## src/rtl/morse_pkg.sv

```systemverilog
// rtl/morse_pkg.sv - Morse keyer shared types and timing constants (optional MORSE_TX_WORD_GAP_EN)
package morse_pkg;

    localparam int DOT_UNITS      = 1;
    localparam int DASH_UNITS     = 3;
    localparam int ELEM_GAP_UNITS = 1;
    localparam int CHAR_GAP_UNITS = 3;
    localparam int WORD_GAP_UNITS = 7;
    localparam int MAX_LEN        = 5;

    localparam int PAT_W = 5;
    localparam int LEN_W = 3;

`ifdef MORSE_TX_WORD_GAP_EN
    localparam int UNITS_W = 3;
`else
    localparam int UNITS_W = 2;
`endif

    typedef enum logic [2:0] {
        S_IDLE,
        S_MARK,
        S_SPACE,
        S_CGAP
`ifdef MORSE_TX_WORD_GAP_EN
        ,
        S_WGAP
`endif
    } state_t;

    function automatic logic [UNITS_W-1:0] elem_units(input logic is_dash);
        return is_dash ? UNITS_W'(DASH_UNITS) : UNITS_W'(DOT_UNITS);
    endfunction

endpackage

```

## src/rtl/morse_unit_tick.sv

```systemverilog
// rtl/morse_unit_tick.sv - Morse unit prescaler: tick on the terminal count, held at zero by restart
module morse_unit_tick #(
    parameter int UNIT_CYCLES = 25000000
) (
    input  logic clk,
    input  logic rst,
    input  logic restart,
    output logic tick
);

    localparam int CW = $clog2(UNIT_CYCLES);
    localparam logic [CW-1:0] TERM = CW'(UNIT_CYCLES - 1);

    logic [CW-1:0] r_cnt;

    always_ff @(posedge clk or negedge rst) begin
        if (!rst) begin
            r_cnt <= '0;
        end else if (restart || r_cnt == TERM) begin
            r_cnt <= '0;
        end else begin
            r_cnt <= r_cnt + 1'b1;
        end
    end

    assign tick = !restart && (r_cnt == TERM);

endmodule

```

## src/rtl/morse_tx.sv

```systemverilog
// rtl/morse_tx.sv - Morse keyer: latches a dot/dash pattern and drives timed key_out (optional MORSE_TX_WORD_GAP_EN)
module morse_tx
    import morse_pkg::*;
#(
    parameter int UNIT_CYCLES = 25000000,
    parameter int MAX_LEN     = morse_pkg::MAX_LEN
) (
    input  logic             clk,
    input  logic             rst,
    input  logic             sym_valid,
    input  logic [PAT_W-1:0] sym_pattern,
    input  logic [LEN_W-1:0] sym_len,
    output logic             sym_ready,
    output logic             key_out,
    output logic             busy,
    output logic             char_done
);

    localparam logic [LEN_W-1:0]   MAX_LEN_L = LEN_W'(MAX_LEN);
    localparam logic [UNITS_W-1:0] LAST_UNIT = UNITS_W'(1);

    state_t             r_state;
    logic [PAT_W-1:0]   r_pat;
    logic [LEN_W-1:0]   r_idx;
    logic [UNITS_W-1:0] r_units;
    logic               r_key;
    logic               r_busy;
    logic               r_done;
    logic               r_ready;

    logic w_tick;
    logic w_restart;
    logic w_legal;
    logic w_last;

    // Prescaler sits at zero while idle, so every character starts on a full unit
    assign w_restart = (r_state == S_IDLE);
    assign w_legal   = (sym_len != '0) && (sym_len <= MAX_LEN_L);
    assign w_last    = w_tick && (r_units == LAST_UNIT);

    morse_unit_tick #(
        .UNIT_CYCLES(UNIT_CYCLES)
    ) u_tick (
        .clk    (clk),
        .rst    (rst),
        .restart(w_restart),
        .tick   (w_tick)
    );

    always_ff @(posedge clk or negedge rst) begin
        if (!rst) begin
            r_state <= S_IDLE;
            r_pat   <= '0;
            r_idx   <= '0;
            r_units <= '0;
            r_key   <= 1'b0;
            r_busy  <= 1'b0;
            r_done  <= 1'b0;
            r_ready <= 1'b1;
        end else begin
            r_done <= 1'b0;
            if (w_tick && !w_last) begin
                r_units <= r_units - 1'b1;
            end
            case (r_state)
                S_IDLE: begin
                    if (sym_valid) begin
                        if (w_legal) begin
                            r_pat   <= sym_pattern;
                            r_idx   <= sym_len - 1'b1;
                            r_units <= elem_units(sym_pattern[sym_len - 1'b1]);
                            r_state <= S_MARK;
                            r_key   <= 1'b1;
                            r_busy  <= 1'b1;
                            r_ready <= 1'b0;
`ifdef MORSE_TX_WORD_GAP_EN
                        end else if (sym_len == '0) begin
                            r_units <= UNITS_W'(WORD_GAP_UNITS);
                            r_state <= S_WGAP;
                            r_busy  <= 1'b1;
                            r_ready <= 1'b0;
`endif
                        end else begin
                            // Illegal length: consume it and report completion without keying
                            r_done <= 1'b1;
                        end
                    end
                end
                S_MARK: begin
                    if (w_last) begin
                        r_key <= 1'b0;
                        if (r_idx != '0) begin
                            r_units <= UNITS_W'(ELEM_GAP_UNITS);
                            r_state <= S_SPACE;
                        end else begin
                            r_units <= UNITS_W'(CHAR_GAP_UNITS);
                            r_state <= S_CGAP;
                        end
                    end
                end
                S_SPACE: begin
                    if (w_last) begin
                        r_idx   <= r_idx - 1'b1;
                        r_units <= elem_units(r_pat[r_idx - 1'b1]);
                        r_key   <= 1'b1;
                        r_state <= S_MARK;
                    end
                end
`ifdef MORSE_TX_WORD_GAP_EN
                S_WGAP,
`endif
                S_CGAP: begin
                    if (w_last) begin
                        r_state <= S_IDLE;
                        r_done  <= 1'b1;
                        r_busy  <= 1'b0;
                        r_ready <= 1'b1;
                    end
                end
                default: begin
                    r_state <= S_IDLE;
                    r_key   <= 1'b0;
                    r_busy  <= 1'b0;
                    r_ready <= 1'b1;
                end
            endcase
        end
    end

    assign sym_ready = r_ready;
    assign key_out   = r_key;
    assign busy      = r_busy;
    assign char_done = r_done;

endmodule

```

## config.mk

```make
export PLATFORM = sky130hd
export DESIGN_NAME = morse_tx
export DESIGN_NICKNAME = d
export VERILOG_FILES = /design/src/rtl/morse_pkg.sv /design/src/rtl/morse_unit_tick.sv /design/src/rtl/morse_tx.sv
export SDC_FILE = /design/constraint.sdc
export NUM_CORES = 1
export LEC_CHECK = 0
export ABC_CLOCK_PERIOD_IN_PS = 4760
export CORE_MARGIN = 2
export CORE_UTILIZATION = 60
export DETAILED_ROUTE_END_ITERATION = 8
export GPL_TIMING_DRIVEN = 0
export PLACE_DENSITY = 0.8
export SYNTH_ARGS = -nofsm -noshare
export SYNTH_HDL_FRONTEND = slang
export SYNTH_HIERARCHICAL = 1
export SYNTH_SLANG_ARGS = --single-unit
```

## constraint.sdc

```tcl
create_clock -name clk -period 4.76 [get_ports clk]
set_input_delay 0.952 -clock clk [delete_from_list [all_inputs] [get_ports clk]]
set_output_delay 0.952 -clock clk [all_outputs]
set_load 0.02 [all_outputs]
```

After elaboration in Yosys (flattened, before gate mapping) --
Cells that the tools add are included.
Storage, ports and cells: flip-flop bits (word level) 42, input port bits 11, output and inout bits 4, logic and storage cells 83
Operators by class: add/sub/neg operators 4, order comparisons 3, equal/unequal tests 10, muxes and demuxes 38, bitwise gates (word level) 2, reduce and logical (&&, ||, !) cells 17
Operator list (count):
- adder 25 x 1 -> 25 bit (second input constant) | 1
- == test 25 bit (second input constant) | 1
- 2-to-1 mux 25 bit | 1
- 2-to-1 mux 3 bit | 8
- 2-to-1 mux 2 bit | 8
- 2-to-1 mux 1 bit | 12
- one-hot mux 3 bit (4 select lines) | 1
- != test 2 bit (second input constant) | 5
- AND reduction 5 bit | 2
- < comparator 3 x 4 -> 1 bit (second input constant) | 2
- AND reduction 4 bit | 2
- binary-select mux 1 bit (select 3 bit) | 2
- == test 3 x 2 -> 1 bit (second input constant) | 2
- one-hot mux 1 bit (3 select lines) | 2
- one-hot mux 2 bit (3 select lines) | 1
- one-hot mux 3 bit (2 select lines) | 1
- nonzero test 3 bit | 2
- subtractor 3 x 1 -> 3 bit (second input constant) | 2
- logical AND 1 bit | 4
- one-hot mux 1 bit (4 select lines) | 1
- == test 3 x 1 -> 1 bit (second input constant) | 1
- <= comparator 3 bit (second input constant) | 1
- zero test 3 bit | 1
- AND reduction 3 bit | 1
- other kinds (8) | 10

Logic depth before layout (Yosys ltp) --
Gate-level depths: netlist of the first run.
word-level depth 10, mapped depth 9, depth with buffers taken out 9

By module --
Netlist of the first run, hierarchy kept.
By module, submodules not included:
- morse_unit_tick | times used 1, cells each 145, area each 1367.6 µm², sequential area each 625.6 µm²
- morse_tx | times used 1, cells each 114, area each 1157.4 µm², sequential area each 401.6 µm²

Least setup slack after synthesis of the first run --
Ideal clock, no wire load.
kind register -> register, from register u_tick.r_cnt[17], to register r_state[0], data arrival time 2.213 ns, data required time 4.635 ns, setup slack 2.423 ns, stages on the path, launching flop included 9, cell sequence dfrtp_1 -> or4b_2 -> nor3_1 -> nand4_1 -> nor2_1 -> nand2_1 -> o21a_1 -> a21oi_1 -> mux2_2
On the way: cells in the longest elaborated chain, start to end 5, elaborated cells on any way between the ends 7, classes of those cells eq/ne: 4; reduce/logical: 3
Ends and longest elaborated chain:
- start, declared | line morse_unit_tick.sv:14 | logic [CW-1:0] r_cnt;
- start signal, assigned | line morse_unit_tick.sv:22 | r_cnt <= r_cnt + 1'b1;
- == test 25 bit * | line morse_unit_tick.sv:26 | assign tick = !restart && (r_cnt == TERM);
- logical AND 1 bit * | line morse_unit_tick.sv:26
- via w_tick | line morse_tx.sv:31 | logic w_tick;
- logical AND 1 bit * | line morse_tx.sv:39 | assign w_last = w_tick && (r_units == LAST_UNIT);
- != test 2 bit (no source line)
- AND reduction 5 bit (no source line) *
- end signal, assigned | line morse_tx.sv:52 | r_state <= S_IDLE;
- end signal, assigned | line morse_tx.sv:72 | r_state <= S_MARK;
- end signal, assigned | line morse_tx.sv:94 | r_state <= S_SPACE;
- end, declared | line morse_tx.sv:22 | state_t r_state;
The timed path passes the listed nets; every way through them passes the cells marked *. A chain may end at the register's enable or synchronous reset.

Worst setup path after layout of the first run --
from register u_tick.r_cnt[10], to register r_units[1]
On the way: cells in the longest elaborated chain, start to end 9, elaborated cells on any way between the ends 11, classes of those cells eq/ne: 1; mux: 6; reduce/logical: 4
Ends and longest elaborated chain:
- == test 25 bit * | line morse_unit_tick.sv:26
- logical AND 1 bit * | line morse_unit_tick.sv:26
- via w_tick | line morse_tx.sv:31
- logical AND 1 bit | line morse_tx.sv:39
- zero test 1 bit | line morse_tx.sv:62 | if (w_tick && !w_last) begin
- logical AND 1 bit | line morse_tx.sv:62
- 2-to-1 mux 2 bit | line morse_tx.sv:62
- 2-to-1 mux 2 bit | line morse_tx.sv:68 | if (w_legal) begin
- 2-to-1 mux 2 bit | line morse_tx.sv:67 | if (sym_valid) begin
- one-hot mux 2 bit (3 select lines) * | line morse_tx.sv:65 | case (r_state)
- end signal, assigned | line morse_tx.sv:63 | r_units <= r_units - 1'b1;
- end signal, assigned | line morse_tx.sv:71 | r_units <= elem_units(sym_pattern[sym_len - 1'b1]);
- end signal, assigned | line morse_tx.sv:93 | r_units <= UNITS_W'(ELEM_GAP_UNITS);
- end, declared | line morse_tx.sv:25 | logic [UNITS_W-1:0] r_units;
Marks and branches as above.

==> metrics, run 1 <==
mux share of post-synthesis cell area 5.30%; via count 2033; crit path cell chain clkbuf_1 > or4_1 > nor3_1 > nand4_1 > nor2_1 > nand2_1 > a21oi_1 > a21boi_1 > o221ai_2; GRT Util Overall 25.0%; I/O Buffers 14; Worst-Margin Slew 0.907 ns; Post-synth EDFFs 0; DR pass1 iterations 4; Yosys warning count 6; dominant synthesized flop cell dfrtp_1; core area between 4000 and 5000 µm²; CP arrival 2.87 ns; pre-CTS setup slack 1.82 ns; Worst Hold Class reg2reg; flop2flop setup slack 2.06 ns; io pins 15; TritonCTS clock tree yes; CP max FO 7; Synth cell types 60; Worst-path clk slew 0.08 ns; #FFs+latches synth 41; Area Overhead vs Synth 11.0%; min Tclk post-route 2.70 ns; H-Tree Depth 2; post-DP HPWL ~3700 µm; setup TNS 0 ns; fmax 371 MHz; number of global-route vias before repair roughly 1900; Sink Count 41; Post-Synth XOR/XNOR Area under 10%; worst vdd ir around 0.00034 V; Post-Syn Area between 2000 and 3000 µm²; critical path's slowest cell or4_1; Setup CP Type reg2reg; crit-path max cell delay 0.52 ns; Gate Count Post-Synth about 260; Simple-Gate Fraction of Synth Area between 20% and 30%; Initial Util 62.7%; Final Hold Viols 0; FP Rows 23; aggregate global routing overflow 0; total CTS buffers 5; Initial DRC Count 171; Post-Synthesis Mean Instance Area 9.75 µm²; Pins Over Slew Limit 0; maxcap violations 0; number of remaining DRC errors 0; clock root cell clkbuf_8; run status complete, no violations; first-pass GRT wire length 8710 µm; CP Capture Type flip-flop; Crit path max-delay family simple AND/OR/NAND/NOR gates; Die Y slightly below 70 µm; WL per Instance approximately 16 µm; Diodes inserted 0; die area 4740 µm²; Die Width roughly 69 µm; Synth Net Count 282; Tcrit/Tclk final 56.7%; adder-cell area share of the yosys netlist 5.95%; Final nets roughly 300; leakage power total 0.00114 µW; critical path required time around 4.9 ns; main combinational cell family by area after synthesis simple AND/OR/NAND/NOR gates; Routed Antenna Nets 0; clk_lat worst skew 0.29 ns; GP Congestion 0.919; Setup violations, final 0; Hold-fix buffers, CTS 0; Longest Clk Path Bufs 2; post-synthesis sequential area ratio 40.7%; asr flop ratio synth 100%; Max-slew headroom 39.5%; Synth Area in Compound Gates 15.1%; Final WS setup 2.06 ns; power per cell area ~400 nW/µm²; post-DR vias/cell 6.14; crit path launch type flip-flop; ratio of cells with drive above 1 in the final layout roughly 14%; initial antenna violation count 0; post-CTS setup buffers 0; RSZ-0062 raised after global routing no; post-cts sizing count 0; wirelength, routed 5150 µm; largest net degree at the start of global routing 42; Setup Skew 0.0105 ns; CP Buf/Inv Count 1; Hold Slack ~0.5 ns
## worst reg2reg max path: stages, from the launching register on
cell      delay [ns]
dfrtp_1         0.36
clkbuf_1        0.17
or4_1           0.52
nor3_1          0.32
nand4_1         0.13
nor2_1          0.26
nand2_1         0.21
a21oi_1         0.21
a21boi_1        0.27
o221ai_2        0.13
## cells by family (layout without fill, tap and decap cells)
logic type	Yosys count	after routing
AO/OA/AOI/OAI	55	55
XOR/XNOR	15	15
flip-flops	41	41
AND/OR/NAND/NOR	103	103
multiplexers	10	10
adder cells (fa/ha/maj)	12	12
buffers and inverters	23	45
## final cells by class
cell class                 count  area (µm²)
clock buffer                   8        80.1
inverter                      13        48.8
sequential                    41        1030
buffer                        10        55.1
fill                         322        1230
multi-input combinational    195        1390
tap                           50        62.6
timing repair buffer          14         135
## per-stage QoR
| step | cells | util (%) | total power (µW) | area, µm² |
|---|---|---|---|---|
| floorplan | 259 | - | 792 | 2520 |
| finish | 331 | 69.6 | 1130 | 2800 |
| global route | 331 | 69.6 | 1220 | 2800 |
| detailed placement | 323 | 67.6 | 922 | 2720 |
| global placement | 323 | 67.7 | 908 | 2730 |
| CTS | 331 | 69.6 | 1140 | 2800 |
## cells in the mapped netlist, types with 2 or more instances
library cell	count	share of area, %
o31ai_1	6	1.8
nor3_1	4	0.79
buf_2	5	0.99
xnor2_1	9	3.1
ha_1	12	5.9
dfrtp_1	40	40
nand2b_1	5	1.2
mux4_2	2	1.8
a311oi_1	2	0.69
or3_1	4	0.99
xor2_1	6	2.1
or4_1	6	1.8
o21ai_0	9	1.8
nor2_1	26	3.9
a32oi_1	2	0.69
nor4_1	2	0.50
mux2_2	7	3.1
clkbuf_1	3	0.45
nand4_1	8	2.0
and4_1	2	0.69
inv_1	13	1.9
or4_4	2	0.89
nand2_1	16	2.4
and2_1	4	0.99
or3_2	2	0.59
a21oi_1	18	3.6
or4_2	3	1.0
nand3_1	9	1.8
## state kept, by name (all words and copies together) (netlist names)
| signal | cells |
|---|---|
| u_tick/r_cnt | 25 |
| r_idx | 3 |
| r_pat | 5 |
| r_state | 2 |
| sym_ready | 1 |
| key_out | 1 |
| busy | 1 |
| char_done | 1 |
| r_units | 2 |
## per-layer routing
metal | wire [µm] | vias to the layer above | global-route usage [%]
li1 | - | 1000 | -
met1 | 2440 | 987 | 35.7
met2 | 2420 | 41 | 37.9
met3 | 239 | 5 | 5.52
met4 | 58 | 0 | 7.84
met5 | 0 | - | 0
## cell usage in the layout (no fill, tap or decap), types with 5 or more instances in the layout
cell,count
dfrtp_1,40
buf_2,6
nor2_1,26
a21oi_1,18
nand2_1,16
or4_1,6
ha_1,12
o31ai_1,6
xnor2_1,9
nand3_1,9
xor2_1,6
clkbuf_1,6
clkdlybuf4s50_1,13
inv_1,13
nand4_1,8
mux2_2,7
clkbuf_8,5
nand2b_1,5
o21ai_0,9
## power breakdown
part           switching [µW]  internal (µW)
clock network             111            104
registers                55.9            422
logic                     242            200
total                     409            726
## path summary, 6_finish.rpt
kind                                       startpoint                   endpoint  cells past startpoint
max                        u_tick/r_cnt[10]$_DFF_PN0_       r_units[1]$_DFF_PN0_                      9
min                              r_pat[1]$_DFFE_PN0P_       r_pat[1]$_DFFE_PN0P_                      1
max reg2reg                u_tick/r_cnt[10]$_DFF_PN0_       r_units[1]$_DFF_PN0_                      9
min reg2reg                      r_pat[1]$_DFFE_PN0P_       r_pat[1]$_DFFE_PN0P_                      1
max in group asynchronous                         rst       r_pat[2]$_DFFE_PN0P_                      1
min in group asynchronous                         rst  u_tick/r_cnt[7]$_DFF_PN0_                      1
Note: power is estimated with default switching activity, not from simulation.
==> inputs of run 2 (changes only) <==
ABC_CLOCK_PERIOD_IN_PS = 2400   (was 4760)
CORE_UTILIZATION = 54   (was 60)
PLACE_DENSITY = 0.76   (was 0.8)
clock period = 2.4 ns   (was 4.76 ns; I/O delays follow)
==> run 2 against run 1 <==
Critical path type unchanged. Sequential power up 98%. First-iteration DRC count down 15%. Clock skew down 0.0045 ns. Worst setup slack worse by 2.0 ns. Critical path depth down 1. Flip-flop and latch count unchanged. Worst hold slack worse by 0.21 ns. Utilization down 3.0 points. Combinational power up 110%. Clock-buffer cell count down 3. Fmax up 17%.
==> metrics, run 2 (synthesized netlist as in run 1, its figures left out) <==
number of global-route vias before repair 2060; power per cell area 810 nW/µm²; Die Y roughly 72 µm; largest net degree at the start of global routing 42; PnR Total Power 2390 µW; clk_lat worst skew 0.30 ns; TritonCTS clock tree yes; critical path's slowest cell or4b_4; Worst Hold Class in2async; Post-Layout Cell Count 341; Die Width around 72 µm; GP Congestion roughly 0.86; Fillers 346; Diodes inserted 0; Routed Antenna Nets 0; Area Overhead vs Synth 17.1%; crit path launch type flip-flop; Worst-path clk slew 0.08 ns; I/O Buffers 14; Final Hold Viols 0; wirelength, routed 5360 µm; total CTS buffers 5; grt met3 use 4.17%; Worst-Margin Slew 0.888 ns; die area 5240 µm²; GRT Util Overall 22.6%; Tcrit/Tclk final a little over nine tenths; CP max FO 5; core area 4440 µm²; max reg flops 25; most frequent cells in the layout dfrtp_1, nor2_1, a21oi_1, nand2_1; critical path required time approximately 2.6 ns; Inst Count DP 325; Initial Util 56.8%; grt met2 use ~37%; crit-path max cell delay 0.51 ns; Longest Clk Path Bufs 2; initial antenna violation count 0; via count roughly 2100; Initial DRC Count 146; Crit path max-delay family simple AND/OR/NAND/NOR gates; biggest regs u_tick/r_cnt x25, r_pat x5, r_idx x3; Sink Count 41; ratio of cells with drive above 1 in the final layout about 22%; first-pass GRT wire length ~9300 µm; clock root cell clkbuf_8; Max-slew headroom 40.8%; leakage power total around 0.0012 µW; fmax 433 MHz; setup TNS 0 ns; maxcap violations 0; GRT Max-Usage Layer met2; io pins 15; CP arrival 2.50 ns; run status complete, no violations; number of remaining DRC errors 0; Hold-fix buffers, CTS 0; worst vdd ir between 0.0005 and 0.0006 V; WL per Instance around 16 µm; crit path cell chain or4b_4 > nor3_2 > nand4_1 > nor2_4 > nand2_4 > o21a_1 > a21oi_2 > mux2_2; min Tclk post-route 2.31 ns; Final nets roughly 310; FP Rows 24; Setup CP Type reg2reg; aggregate global routing overflow 0; Setup violations, final 0; post-DR vias/cell 6.06; post-DP HPWL 3710 µm; Pins Over Slew Limit 0; H-Tree Depth 2; Largest Register u_tick/r_cnt; met1 Resource Use GR 29.9%; CP Buf/Inv Count 0; commonest non-fill, non-tap cell in the layout dfrtp_1; Setup Skew roughly 0.006 ns; DR pass1 iterations 4; CP Capture Type flip-flop
-- run 2: repair_timing --
action                                  in CTS  in global routing
pin swaps                                    4                  4
endpoints found under the setup margin       9                  6
gates resized for setup                      9                  6
buffers inserted                             6                  4
-- run 2: routing by layer --
layer | vias to the layer above | part of all wire, %
met1 | 1008 | 47
met3 | 10 | 2.5
met2 | 28 | 49
li1 | 1020 | -
met4 | 0 | 1.6
met5 | - | 0
-- run 2: worst register-to-register path, cell delays in order, from the launching register on --
cell,delay [ns]
dfrtp_1,0.45
or4b_4,0.51
nor3_2,0.20
nand4_1,0.18
nor2_4,0.20
nand2_4,0.10
o21a_1,0.12
a21oi_2,0.10
mux2_2,0.33
-- run 2: area by class of cell --
class	count	area [µm²]	share of cell area, %
clock inverters	2	35.0	1.18
clock buffers	5	68.8	2.33
flip-flops and latches	41	1030	34.8
repair buffers	24	210	7.11
multi-input cells	195	1450	49.0
inverters	13	48.8	1.65
well taps	52	65.1	2.20
plain buffers	9	51.3	1.74
-- run 2: stage by stage --
| step | util [%] | worst slack [ns] | hold WS [ns] | instance area (µm²) |
|---|---|---|---|---|
| 2_1_floorplan | - | 0.0626 | 0.184 | 2520 |
| 3_3_place_gp | 61.4 | -0.302 | 0.486 | 2730 |
| 3_5_place_dp | 61.3 | -0.285 | 0.494 | 2730 |
| 4_1_cts | 65.3 | 0.00472 | 0.336 | 2900 |
| 5_1_grt | 66.5 | -0.00240 | 0.399 | 2960 |
| 6_report | 66.5 | 0.0911 | 0.302 | 2960 |
-- run 2: power breakdown --
part | internal [µW] | leakage, µW | switching (µW)
Sequential | 836 | 0.000537 | 108
Combinational | 408 | 0.000630 | 505
Clock | 302 | 0.0000540 | 236
-- run 2: worst paths after layout --
kind / startpoint / to / slack, ns / cells after the start
setup reg to reg: u_tick/r_cnt[6]$_DFF_PN0_ / r_state[0]$_DFFE_PN0P_ / 0.09 / 8
hold reg to reg: r_pat[0]$_DFFE_PN0P_ / r_pat[0]$_DFFE_PN0P_ / 0.51 / 1
setup / recovery: u_tick/r_cnt[6]$_DFF_PN0_ / r_state[0]$_DFFE_PN0P_ / 0.09 / 8
hold / removal: rst / u_tick/r_cnt[20]$_DFF_PN0_ / 0.30 / 1
min in group clk: r_pat[0]$_DFFE_PN0P_ / r_pat[0]$_DFFE_PN0P_ / 0.51 / 1
max in group asynchronous: rst / u_tick/r_cnt[10]$_DFF_PN0_ / 1.49 / 1
